## config.mk

```make
export PLATFORM = sky130hd
export DESIGN_NAME = bcd_display_scanner
export DESIGN_NICKNAME = d
export VERILOG_FILES = /design/src/rtl/bcd_display_pkg.sv /design/src/rtl/seven_seg_decode.sv /design/src/rtl/bcd_display_scanner.sv
export SDC_FILE = /design/constraint.sdc
export NUM_CORES = 1
export LEC_CHECK = 0
export ABC_AREA = 1
export BUFFER_PORTS_ARGS = -buffer_cell sky130_fd_sc_hd__buf_4
export CAP_MARGIN = 20
export CORE_ASPECT_RATIO = 0.75
export CORE_MARGIN = 5
export CORE_UTILIZATION = 39
export CTS_CLUSTER_DIAMETER = 120
export DETAILED_ROUTE_END_ITERATION = 16
export MAX_ROUTING_LAYER = met4
export SYNTH_ARGS = -nofsm -noshare
export SYNTH_HDL_FRONTEND = slang
export SYNTH_SLANG_ARGS = --single-unit
```

## constraint.sdc

```tcl
create_clock -name i_Clock -period 1.5 [get_ports i_Clock]
set_input_delay 0.075 -clock i_Clock [delete_from_list [all_inputs] [get_ports i_Clock]]
set_output_delay 0.075 -clock i_Clock [all_outputs]
set_load 0.02 [all_outputs]
```

## src/rtl/bcd_display_pkg.sv

```systemverilog
// Shared definitions for the multiplexed BCD display scanner: segment patterns,
// scan states and the digit-index width helper.
package bcd_display_pkg;

   // Active-high segment patterns, bit 6 = A ... bit 0 = G.
   localparam logic [6:0] SEG_0     = 7'h7E;
   localparam logic [6:0] SEG_1     = 7'h30;
   localparam logic [6:0] SEG_2     = 7'h6D;
   localparam logic [6:0] SEG_3     = 7'h79;
   localparam logic [6:0] SEG_4     = 7'h33;
   localparam logic [6:0] SEG_5     = 7'h5B;
   localparam logic [6:0] SEG_6     = 7'h5F;
   localparam logic [6:0] SEG_7     = 7'h70;
   localparam logic [6:0] SEG_8     = 7'h7F;
   localparam logic [6:0] SEG_9     = 7'h7B;
   localparam logic [6:0] SEG_DASH  = 7'h01;
   localparam logic [6:0] SEG_BLANK = 7'h00;

   typedef enum logic {
      S_GAP = 1'b0,
      S_ON  = 1'b1
   } scan_state_t;

   function automatic int index_width(input int digits);
      return (digits > 1) ? $clog2(digits) : 1;
   endfunction

endpackage

```

## src/rtl/seven_seg_decode.sv

```systemverilog
// Combinational nibble-to-segment decoder producing an active-high ABCDEFG
// pattern; non-decimal nibbles show a dash and the blank flag wins over both.
module seven_seg_decode
   import bcd_display_pkg::*;
(
   input  logic [3:0] nibble,
   input  logic       blank,
   output logic [6:0] pattern
);

   always_comb begin
      // NOTE: assigning a default before any branch keeps every path driven, so no latch is inferred.
      pattern = SEG_DASH;
      if (blank) begin
         pattern = SEG_BLANK;
      end else begin
         case (nibble)
            4'd0:    pattern = SEG_0;
            4'd1:    pattern = SEG_1;
            4'd2:    pattern = SEG_2;
            4'd3:    pattern = SEG_3;
            4'd4:    pattern = SEG_4;
            4'd5:    pattern = SEG_5;
            4'd6:    pattern = SEG_6;
            4'd7:    pattern = SEG_7;
            4'd8:    pattern = SEG_8;
            4'd9:    pattern = SEG_9;
            default: pattern = SEG_DASH;
         endcase
      end
   end

endmodule

```

## src/rtl/bcd_display_scanner.sv

```systemverilog
// Filters a settling packed-BCD value and time-multiplexes it onto a 7-segment
// display with a dark gap between slots. Optional: BCD_SCAN_LEADING_ZERO_BLANK_EN.
module bcd_display_scanner
   import bcd_display_pkg::*;
#(
   parameter int DECIMAL_DIGITS = 2,
   parameter int ON_CYCLES      = 25000,
   parameter int GAP_CYCLES     = 250,
   parameter int STABLE_CYCLES  = 16,
   parameter bit ACTIVE_LOW     = 1'b1
)(
   input  logic                                     i_Clock,
   input  logic                                     i_Reset,
   input  logic [DECIMAL_DIGITS*4-1:0]              i_BCD,
   output logic [6:0]                               o_Segments,
   output logic [DECIMAL_DIGITS-1:0]                o_Digit_Enable,
   output logic [index_width(DECIMAL_DIGITS)-1:0]   o_Digit_Index,
   output logic                                     o_Stable
);

   localparam int BCD_W    = DECIMAL_DIGITS * 4;
   localparam int IDX_W    = index_width(DECIMAL_DIGITS);
   localparam int STB_W    = $clog2(STABLE_CYCLES + 1);
   localparam int SCAN_MAX = (ON_CYCLES > GAP_CYCLES) ? ON_CYCLES : GAP_CYCLES;
   localparam int SCAN_W   = $clog2(SCAN_MAX + 1);

   localparam logic [STB_W-1:0]  STB_MAX  = STB_W'(STABLE_CYCLES);
   localparam logic [SCAN_W-1:0] ON_LAST  = SCAN_W'(ON_CYCLES - 1);
   localparam logic [SCAN_W-1:0] GAP_LAST = SCAN_W'((GAP_CYCLES > 0) ? GAP_CYCLES - 1 : 0);
   localparam logic [IDX_W-1:0]  IDX_LAST = IDX_W'(DECIMAL_DIGITS - 1);
   // With no gap the scanner lives permanently in S_ON.
   localparam scan_state_t SLOT_START = (GAP_CYCLES == 0) ? S_ON : S_GAP;

   logic [BCD_W-1:0]          prev_bcd;
   logic [BCD_W-1:0]          shown_bcd;
   logic [STB_W-1:0]          stable_cnt;
   scan_state_t               state;
   logic [SCAN_W-1:0]         scan_cnt;
   logic [IDX_W-1:0]          index;
   logic [3:0]                nibble;
   logic                      blank;
   logic [6:0]                pattern;
   logic [DECIMAL_DIGITS-1:0] enable_high;

   always_ff @(posedge i_Clock) begin
      if (i_Reset) begin
         prev_bcd   <= '0;
         shown_bcd  <= '0;
         stable_cnt <= '0;
      end else begin
         // NOTE: non-blocking updates let the compare below see last cycle's prev_bcd.
         prev_bcd <= i_BCD;
         if (i_BCD != prev_bcd) begin
            stable_cnt <= '0;
         end else if (stable_cnt != STB_MAX) begin
            stable_cnt <= stable_cnt + 1'b1;
            if (stable_cnt == STB_MAX - 1'b1)
               shown_bcd <= i_BCD;
         end
      end
   end

   always_ff @(posedge i_Clock) begin
      if (i_Reset) begin
         state    <= SLOT_START;
         scan_cnt <= '0;
         index    <= '0;
      end else begin
         case (state)
            S_GAP: begin
               if (scan_cnt == GAP_LAST) begin
                  state    <= S_ON;
                  scan_cnt <= '0;
               end else begin
                  scan_cnt <= scan_cnt + 1'b1;
               end
            end
            S_ON: begin
               if (scan_cnt == ON_LAST) begin
                  state    <= SLOT_START;
                  scan_cnt <= '0;
                  index    <= (index == IDX_LAST) ? '0 : index + 1'b1;
               end else begin
                  scan_cnt <= scan_cnt + 1'b1;
               end
            end
         endcase
      end
   end

   always_comb begin
      nibble = '0;
      for (int d = 0; d < DECIMAL_DIGITS; d++)
         if (IDX_W'(d) == index)
            nibble = shown_bcd[d*4 +: 4];
   end

`ifdef BCD_SCAN_LEADING_ZERO_BLANK_EN
   logic upper_zero;

   // A digit is blank when it and every digit above it are zero; digit 0 never blanks.
   always_comb begin
      upper_zero = 1'b1;
      for (int d = 0; d < DECIMAL_DIGITS; d++)
         if (d >= int'(index) && shown_bcd[d*4 +: 4] != 4'd0)
            upper_zero = 1'b0;
      blank = (index != '0) && upper_zero;
   end
`else
   assign blank = 1'b0;
`endif

   seven_seg_decode u_decode (
      .nibble  (nibble),
      .blank   (blank),
      .pattern (pattern)
   );

   always_comb begin
      enable_high = '0;
      for (int d = 0; d < DECIMAL_DIGITS; d++)
         enable_high[d] = (state == S_ON) && (IDX_W'(d) == index);
   end

   assign o_Digit_Enable = ACTIVE_LOW ? ~enable_high : enable_high;
   assign o_Segments     = ACTIVE_LOW ? ~pattern : pattern;
   assign o_Digit_Index  = index;
   assign o_Stable       = (shown_bcd == i_BCD);

endmodule
```

Word-level counts from Yosys, hierarchy flattened
Memory sizes are Yosys's and may differ from the RTL's.
Index checks and enable logic that the tools add are counted.
{ "op_classes": {"addsub": 3, "n_eq_ne": 6, "n_mux": 8, "bitwise": 5, "reduce_logical": 5} }
{ "ops": {"columns": ["cell", "n"], "rows": [
  ["$mux 15", 2],
  ["$pmux 15 s2", 1],
  ["$add 15x1->15 const B", 1],
  ["$eq 15x15->1 const B", 1],
  ["$eq 15x8->1 const B", 1],
  ["$eq 8x8->1", 1],
  ["$ne 8x8->1", 1],
  ["$not 7->7", 1],
  ["$add 5x1->5 const B", 1],
  ["$eq 5x4->1 const B", 1],
  ["$ne 5x5->1 const B", 1],
  ["$mux 4", 1],
  ["$mux 1", 3],
  ["$not 1->1", 3],
  ["$reduce_and 3->1", 1],
  ["$logic_and 1x1->1", 2],
  ["$not 2->2", 1],
  ["$pmux 1 s2", 1],
  ["$reduce_and 2->1", 1],
  ["$reduce_or 2->1", 1],
  ["$add 1x1->1 const B", 1]
]} }
{ "totals": {"reg_bits": 38, "rom_bits": 112, "input_bits": 10, "out_inout_bits": 11, "memories": 1} }
{ "mem_list": {"columns": ["name", "depth", "width", "read_ports", "rd_ports_with_merged_regs", "wr", "line", "rtl"], "rows": [
  ["(name not given)", 16, 7, 1, 0, 0, "seven_seg_decode.sv:17", "case (nibble)"]
]} }

Logic depth before layout (Yosys ltp)
Gate-level depths: netlist of the first run.
{ "depth": {"depth_word": 3, "mapped_depth": 10} }

Cells and area by module
From an unflattened synthesis of the first run, not the netlist that was laid out.
{ "hier_totals": {"cells_unflattened": 353, "hier_area_um2": 2377.3} }
{ "modules_own_cells": {"columns": ["mod", "n_inst", "cells_each", "area_per_inst_um2", "seq_area_each_um2"], "rows": [
  ["bcd_display_scanner", 1, 316, 2170.8, 760.7],
  ["seven_seg_decode", 1, 37, 206.4, 0.0]
]} }

Worst setup path after synthesis of the first run
Ideal clock, no wire load.
{ "synth_path": {"path_kind": "reg-to-output", "startpoint": "reg index, in the netlist o_Digit_Index", "endpoint": "out o_Segments[3]", "t_arrival_ns": 1.601, "slack_ns": -0.176, "stages_incl_launch_ff": 7, "path_buffers": 1, "cell_sequence": "dfxtp_1 -> buf_4 -> o21ai_0 -> ha_1 -> nand2_1 -> inv_1 -> o21ai_1"} }
{ "synth_via": {"elab_chain_len": 3} }
{ "synth_rtl": {"columns": ["element", "line", "rtl"], "rows": [
  ["from (decl)", "bcd_display_scanner.sv:39", "logic [IDX_W-1:0] index;"],
  ["from (signal assigned)", "bcd_display_scanner.sv:82", "index <= (index == IDX_LAST) ? '0 : index + 1'b1;"],
  ["$mux 4", "bcd_display_scanner.sv:94", "if (IDX_W'(d) == index)"],
  ["$mem_v2 16x7", null, null],
  ["$not 7->7", "bcd_display_scanner.sv:126", "assign o_Segments = ACTIVE_LOW ? ~pattern : pattern;"],
  ["to (decl)", "bcd_display_scanner.sv:15", "output logic [6:0] o_Segments,"]
]} }
No other way between the ends.

Worst setup path in the final report of the first run
{ "layout_path": {"startpoint": "reg index, in the netlist o_Digit_Index", "endpoint": "out o_Segments[0]"} }
The elaborated chain is that of the path after synthesis.

==> flow_summary.ini, run 1 <==
[placed_design]
place_congestion = 0.830
numPortBuffers = 20
hpwl_um = 3410
dp_cells = 429

[sta]
setup_ws_ns = -0.0877
worst_pin_slew_ns = 0.246
tns_ns = -0.574
fin_crit_ns = 1.59
fmax_mhz = 630
slew_viol_final = 0
finalCritPeriodShare_pct = 106
relSlewSlack_pct = 83.5
fin_skew_ns = 0.00686
setup_violations = 7
rsz0062_at_grt = true
hold_violations = 0

[routing]
wl_per_cell_um = 10.3
firstDrtPassIters = 4
routed_wirelength_um = 4620
drt_iter0_markers = 76
vias = 1978
drc = 0
vias_per_cell = 4.43
final_antenna_net_count = 0

[grt]
grt_use_total_pct = 12.8
grt_max_degree = 15
grt_pass1_vias = 1813
grt_first_pass_wirelength_um = 7860
antenna_found_initial = 0
gr-total-overflow = 0

[critical_path]
cp-end-kind = output port
rr_worst_depth = 9
worstSetupPathType = flip-flop to output port
start_kind = flip-flop
ff2ff_setup_slack_ns = 0.06
arrival_ns = 1.51
worstReg2RegStart = stable_cnt[0]
required_ns = 1.42
path_max_fanout = 6
r2r_end = shown_bcd[4]

[layout]
n_antenna_cell = 0
layout.nets = 388
n_fill_cell = 597
drive_gt1_share_pct = 35.2
fin_cells = 447
syn2layout_area_growth_pct = 28.8

[synth]
synth_seq_cells = 38
synth-edff-count = 0
synth_fp_nets = 349
yosys_most_used_dff = dfxtp_1
seq_area_frac_synth_pct = 33.3
syn_area_per_cell_um2 = 6.95
synthCells = 329
synth.distinct_cells = 32
netlist_area_mm2 = 0.00229
ys.warnings.count = 0
async_flop_share_pct = 0

[power]
power_leakage_nw = 1.26
max-vdd-ir-drop_mv = 0.348
totalPowerFinal_mw = 1.93
p_per_area_mw_per_mm2 = 655

[cts]
tritoncts = built
clkTransAtPathRegs_ns = 0.07
cts_max_path_buffers = 2
clockRootBuffer = clkbuf_8
cts_buffers = 5
cts_htree_levels = 2
clkLatencyLatePin_ns = 0.29
clock-sinks = 38

[worst_hold_path]
min_path_cells = 3
hold_path_class = primary input to flip-flop
min_to = prev_bcd[7]
hold_start = i_BCD[7]

[die]
die_area_mm2 = 0.00751
die_w_um = 98.4
start_util_pct = 39.7
ios = 21
rows = 24
die_h_um = 76.3
core-area_mm2 = 0.00577

[run_status]
status = finished, violations left
violations = negative setup slack

[flow_run]
maxCapViolations = 0
## state kept, by name, summed over array words and instances (netlist names)
| register | flops |
|---|---|
| scan_cnt | 15 |
| shown_bcd | 8 |
| o_Digit_Index | 1 |
| prev_bcd | 8 |
| stable_cnt | 5 |
| state | 1 |
## power by group
| group | internal [mW] | total (mW) | switching (mW) |
|---|---|---|---|
| Clock | 0.371 | 0.725 | 0.354 |
| Combinational | 0.0697 | 0.172 | 0.102 |
| Sequential | 1.02 | 1.03 | 0.0114 |
| Total | 1.46 | 1.93 | 0.467 |
## routing by layer
layer | part of all wire, % | track usage, % | vias to the layer above
met4 | 0.87 | 2.86 | 0
met5 | 0 | - | -
met2 | 46 | 20.1 | 26
li1 | - | - | 1074
met3 | 4.0 | 3.29 | 5
met1 | 49 | 16.7 | 873
## repair_timing
action,4_1_cts,5_1_grt
buffers inserted,5,5
hold buffers,0,0
gates cloned,0,0
endpoints found under the setup margin,14,17
pin swaps,4,21
resized for setup,27,40
## Yosys cell counts, types with 3 or more instances
cell      n  area share, %
ha_1     10            5.5
inv_2    10            1.6
nor2_2    8            2.2
nor2_1   45            7.4
o21ai_1   7            1.5
nand3_1  16            3.5
nand2_2   5            1.4
xor2_1    7            2.7
o21ai_0   5            1.1
a21oi_2   3            1.1
dfxtp_1  38             33
nor2_4    4            2.0
nand4_1   8            2.2
nor3_1    3           0.66
nand2_1  77             13
inv_1    51            8.4
xnor2_1  13            5.0
## how the worst max path moves through the flow
stage                  startpoint       endpoint  slack [ns]
floorplan           o_Digit_Index  o_Segments[4]        0.01
global placement    o_Digit_Index  o_Segments[2]        0.06
detailed placement  stable_cnt[0]   shown_bcd[5]        0.03
CTS                 o_Digit_Index  o_Segments[4]       -0.11
global route        o_Digit_Index  o_Segments[0]       -0.17
finish              o_Digit_Index  o_Segments[0]       -0.09
## critical path, stage by stage, from the launching register on
cell     delay (ns)
dfxtp_4        0.39
buf_6          0.14
o21ai_4        0.17
buf_4          0.17
o21ai_2        0.07
a21oi_1        0.13
buf_4          0.16
## placed cells by master (no fill, tap or decap), types with 6 or more instances in the layout
master    count
inv_1        43
xnor2_1      13
nor2_2       10
nand2_1      64
nand3_1      15
clkbuf_8      6
xor2_1        7
buf_4        28
buf_6         9
dfxtp_1      31
nand4_1       8
o21ai_2       6
nand2_2      16
inv_2        17
nor2_1       43
## logic make-up (layout without fill, tap and decap cells)
group / count (synthesis) / in the layout / share of synthesized area (%)
AOI/OAI and AO/OA: 19 / 19 / 4.92
xor gates and xnor gates: 20 / 20 / 7.66
adders and majority gates: 10 / 10 / 5.47
buffers and inverters: 66 / 106 / 11.5
DFF: 38 / 38 / 33.3
and+or+nand+nor: 176 / 176 / 37.1
## per-stage QoR
stage               cell area (um^2)  hold slack [ns]  utilization, %  worst slack [ns]
finish                          2950           0.0330            51.1           -0.0877
global route                    2950           0.0453            51.1            -0.173
CTS                             2780           0.0254            48.3            -0.110
detailed placement              2560            0.329            44.5            0.0310
global placement                2560            0.328            44.5            0.0645
floorplan                       2300            0.144               -            0.0103
## area by class of cell
type                    instances  area, um^2  area share [%]
multi-input cells             225        1440            48.8
flip-flops and latches         38         777            26.4
repair buffers                 37         312            10.6
inverters                      61         231            7.86
well taps                      78        97.6            3.31
clock buffers                   7        86.3            2.93
clock inverters                 1        5.00           0.170
Power figures use the tool's default switching activity.
==> run 2, diff against run 1 <==
REMOVE_ABC_BUFFERS = 1   (was default)
SYNTH_HIERARCHICAL = 1   (was default)
==> flow_summary.ini, run 2 <==
[sta]
finalCritPeriodShare_pct = 112
rsz0062_at_grt = true
tns_ns = -1.13
fmax_mhz = 593
setup_violations = 7
slew_viol_final = 0
holdWs_ns = 0.0477
fin_skew_ns = 0.00888
setup_ws_ns = -0.187
fin_crit_ns = 1.69
hold_violations = 0

[worst_hold_path]
min_to = prev_bcd[7]
hold_start = i_BCD[7]
min_path_cells = 3
hold_path_class = primary input to flip-flop

[die]
core-area_mm2 = 0.00586
start_util_pct = 40.6
rows = 24
die_area_mm2 = 0.00777
die_w_um = 100
ios = 21
die_h_um = 77.6

[routing]
routed_wirelength_um = 5260
wl_met3_um = 262
vias_per_cell = 4.42
top_layer_used = met4
wl_met1_um = 2780
wl_per_cell_um = 11.0
vias = 2110
drc = 0
final_antenna_net_count = 0
firstDrtPassIters = 4
wl_met2_um = 2190
drt_iter0_markers = 91

[critical_path]
start_kind = flip-flop
arrival_ns = 1.61
crit_family = buffers and inverters
crit_path_max_incr_delay_ns = 0.40
ff2ff_setup_slack_ns = 0.07
required_ns = 1.42
crit_top_cell = buf_4
rr_worst_depth = 9
path_cells = nand2_4 > o21ai_4 > buf_6 > buf_4 > o21ai_2 > nand2_2 > nor2_1 > inv_1 > buf_4
path_max_fanout = 5
worstReg2RegStart = stable_cnt[0]
cp-end-kind = output port
cp_slowest_cell = dfxtp_4
worstSetupPathType = flip-flop to output port
r2r_end = shown_bcd[2]
crit_buf_inv = 4

[cts]
cts_htree_levels = 2
postCtsHoldBufs = 0
clkLatencyLatePin_ns = 0.28
tritoncts = built
cts_buffers = 5
clkTransAtPathRegs_ns = 0.07
clock-sinks = 38
clockRootBuffer = clkbuf_8
cts_max_path_buffers = 2

[synth]
async_flop_share_pct = 0
seq_area_frac_synth_pct = 32.0
synth_top_area_share_pct = 32.0
synth.area.top_cells = dfxtp_1, nand2_1, inv_1, nor2_1, ha_1
synth-edff-count = 0
synth.distinct_cells = 31
synthTopCellsByCount = nand2_1, inv_1, nor2_1
ys.warnings.count = 6
synth_seq_cells = 38
syn_area_per_cell_um2 = 6.73
synthCells = 353
synth_top_cell_by_area = dfxtp_1
netlist_area_mm2 = 0.00238
yosys_most_used_dff = dfxtp_1
synth_most_common_cell = nand2_1

[layout]
top_register = scan_cnt
n_antenna_cell = 0
reg.largest.list = scan_cnt (15), prev_bcd (8), shown_bcd (8)
layout.nets = 419
largest_reg_flops = 15
syn2layout_area_growth_pct = 29.4
n_fill_cell = 594
drive_gt1_share_pct = 31.6
layout_commonest_cell = nand2_1
layout_common_cells = nand2_1, inv_1, nor2_1, buf_4, dfxtp_1

[flow_run]
maxCapViolations = 0

[run_status]
violations = negative setup slack
status = finished, violations left

[grt]
grt_max_degree = 15
grt_first_pass_wirelength_um = 8650
grt_use_total_pct = 14.2
grt_pass1_vias = 1902
antenna_found_initial = 0
gr-total-overflow = 0

[power]
max-vdd-ir-drop_mv = 0.305
power_leakage_nw = 1.39
p_per_area_mw_per_mm2 = 621

[placed_design]
place_congestion = 0.892
hpwl_um = 3910
numPortBuffers = 20
run 2: logic make-up after synthesis:
| family | Yosys count | share of synthesized area, % |
|---|---|---|
| and+or+nand+nor | 190 | 37.9 |
| xor gates and xnor gates | 19 | 7.00 |
| adders and majority gates | 10 | 5.26 |
| DFF | 38 | 32.0 |
| buffers and inverters | 77 | 13.0 |
| other | 1 | 0.158 |
| AOI/OAI and AO/OA | 18 | 4.68 |
run 2: stage by stage:
step           std cells  area [um^2]  utilization, %  total power [mW]  setup slack (ns)
3_3_place_gp         459         2680            45.8              1.27           -0.0321
6_report             477         3080            52.5              1.91            -0.187
5_1_grt              477         3080            52.5              2.02            -0.294
2_1_floorplan        348         2340               -              1.19            -0.252
4_1_cts              468         2880            49.2              1.93            -0.173
3_5_place_dp         459         2680            45.8              1.27           -0.0752
run 2: cell type report:
cell class	instances	area (um^2)	share of cell area, %
Multi-Input combinational cell	240	1500	48.8
Timing Repair Buffer	43	360	11.7
Tap cell	78	97.6	3.17
Inverter	71	267	8.66
Sequential cell	38	774	25.2
Clock buffer	7	76.3	2.48
run 2: how the worst max path moves through the flow:
stage                   from       endpoint  slack, ns  depth (start not counted)
2_1_floorplan  o_Digit_Index  o_Segments[3]      -0.25                          8
3_3_place_gp   o_Digit_Index  o_Segments[3]      -0.03                          9
3_5_place_dp   o_Digit_Index  o_Segments[3]      -0.08                          9
4_1_cts        o_Digit_Index  o_Segments[4]      -0.17                          9
5_1_grt        o_Digit_Index  o_Segments[3]      -0.29                          9
6_report       o_Digit_Index  o_Segments[6]      -0.19                          9
run 2: report_power, final:
group,total [mW],switching (mW),internal (mW)
Combinational,0.220,0.131,0.0898
Clock,0.651,0.331,0.320
Sequential,1.04,0.0146,1.02
Total,1.91,0.476,1.43
run 2: metal layers:
| layer | vias up | track usage, % |
|---|---|---|
| met1 | 934 | 20.6 |
| met4 | 0 | 3.23 |
| met3 | 2 | 3.85 |
| met2 | 31 | 19.4 |
| li1 | 1143 | - |
| met5 | - | - |
run 2: repair_timing:
action / CTS / global route
gates resized for setup: 37 / 32
endpoints found under the setup margin: 9 / 27
buffers inserted: 1 / 8
gates cloned: 1 / 1
pin swaps: 14 / 25
run 2: worst min-delay path, delay by kind of cell:
family	cells	cell delay, ns
buf+inv	2	0.15
simple gates	1	0.06
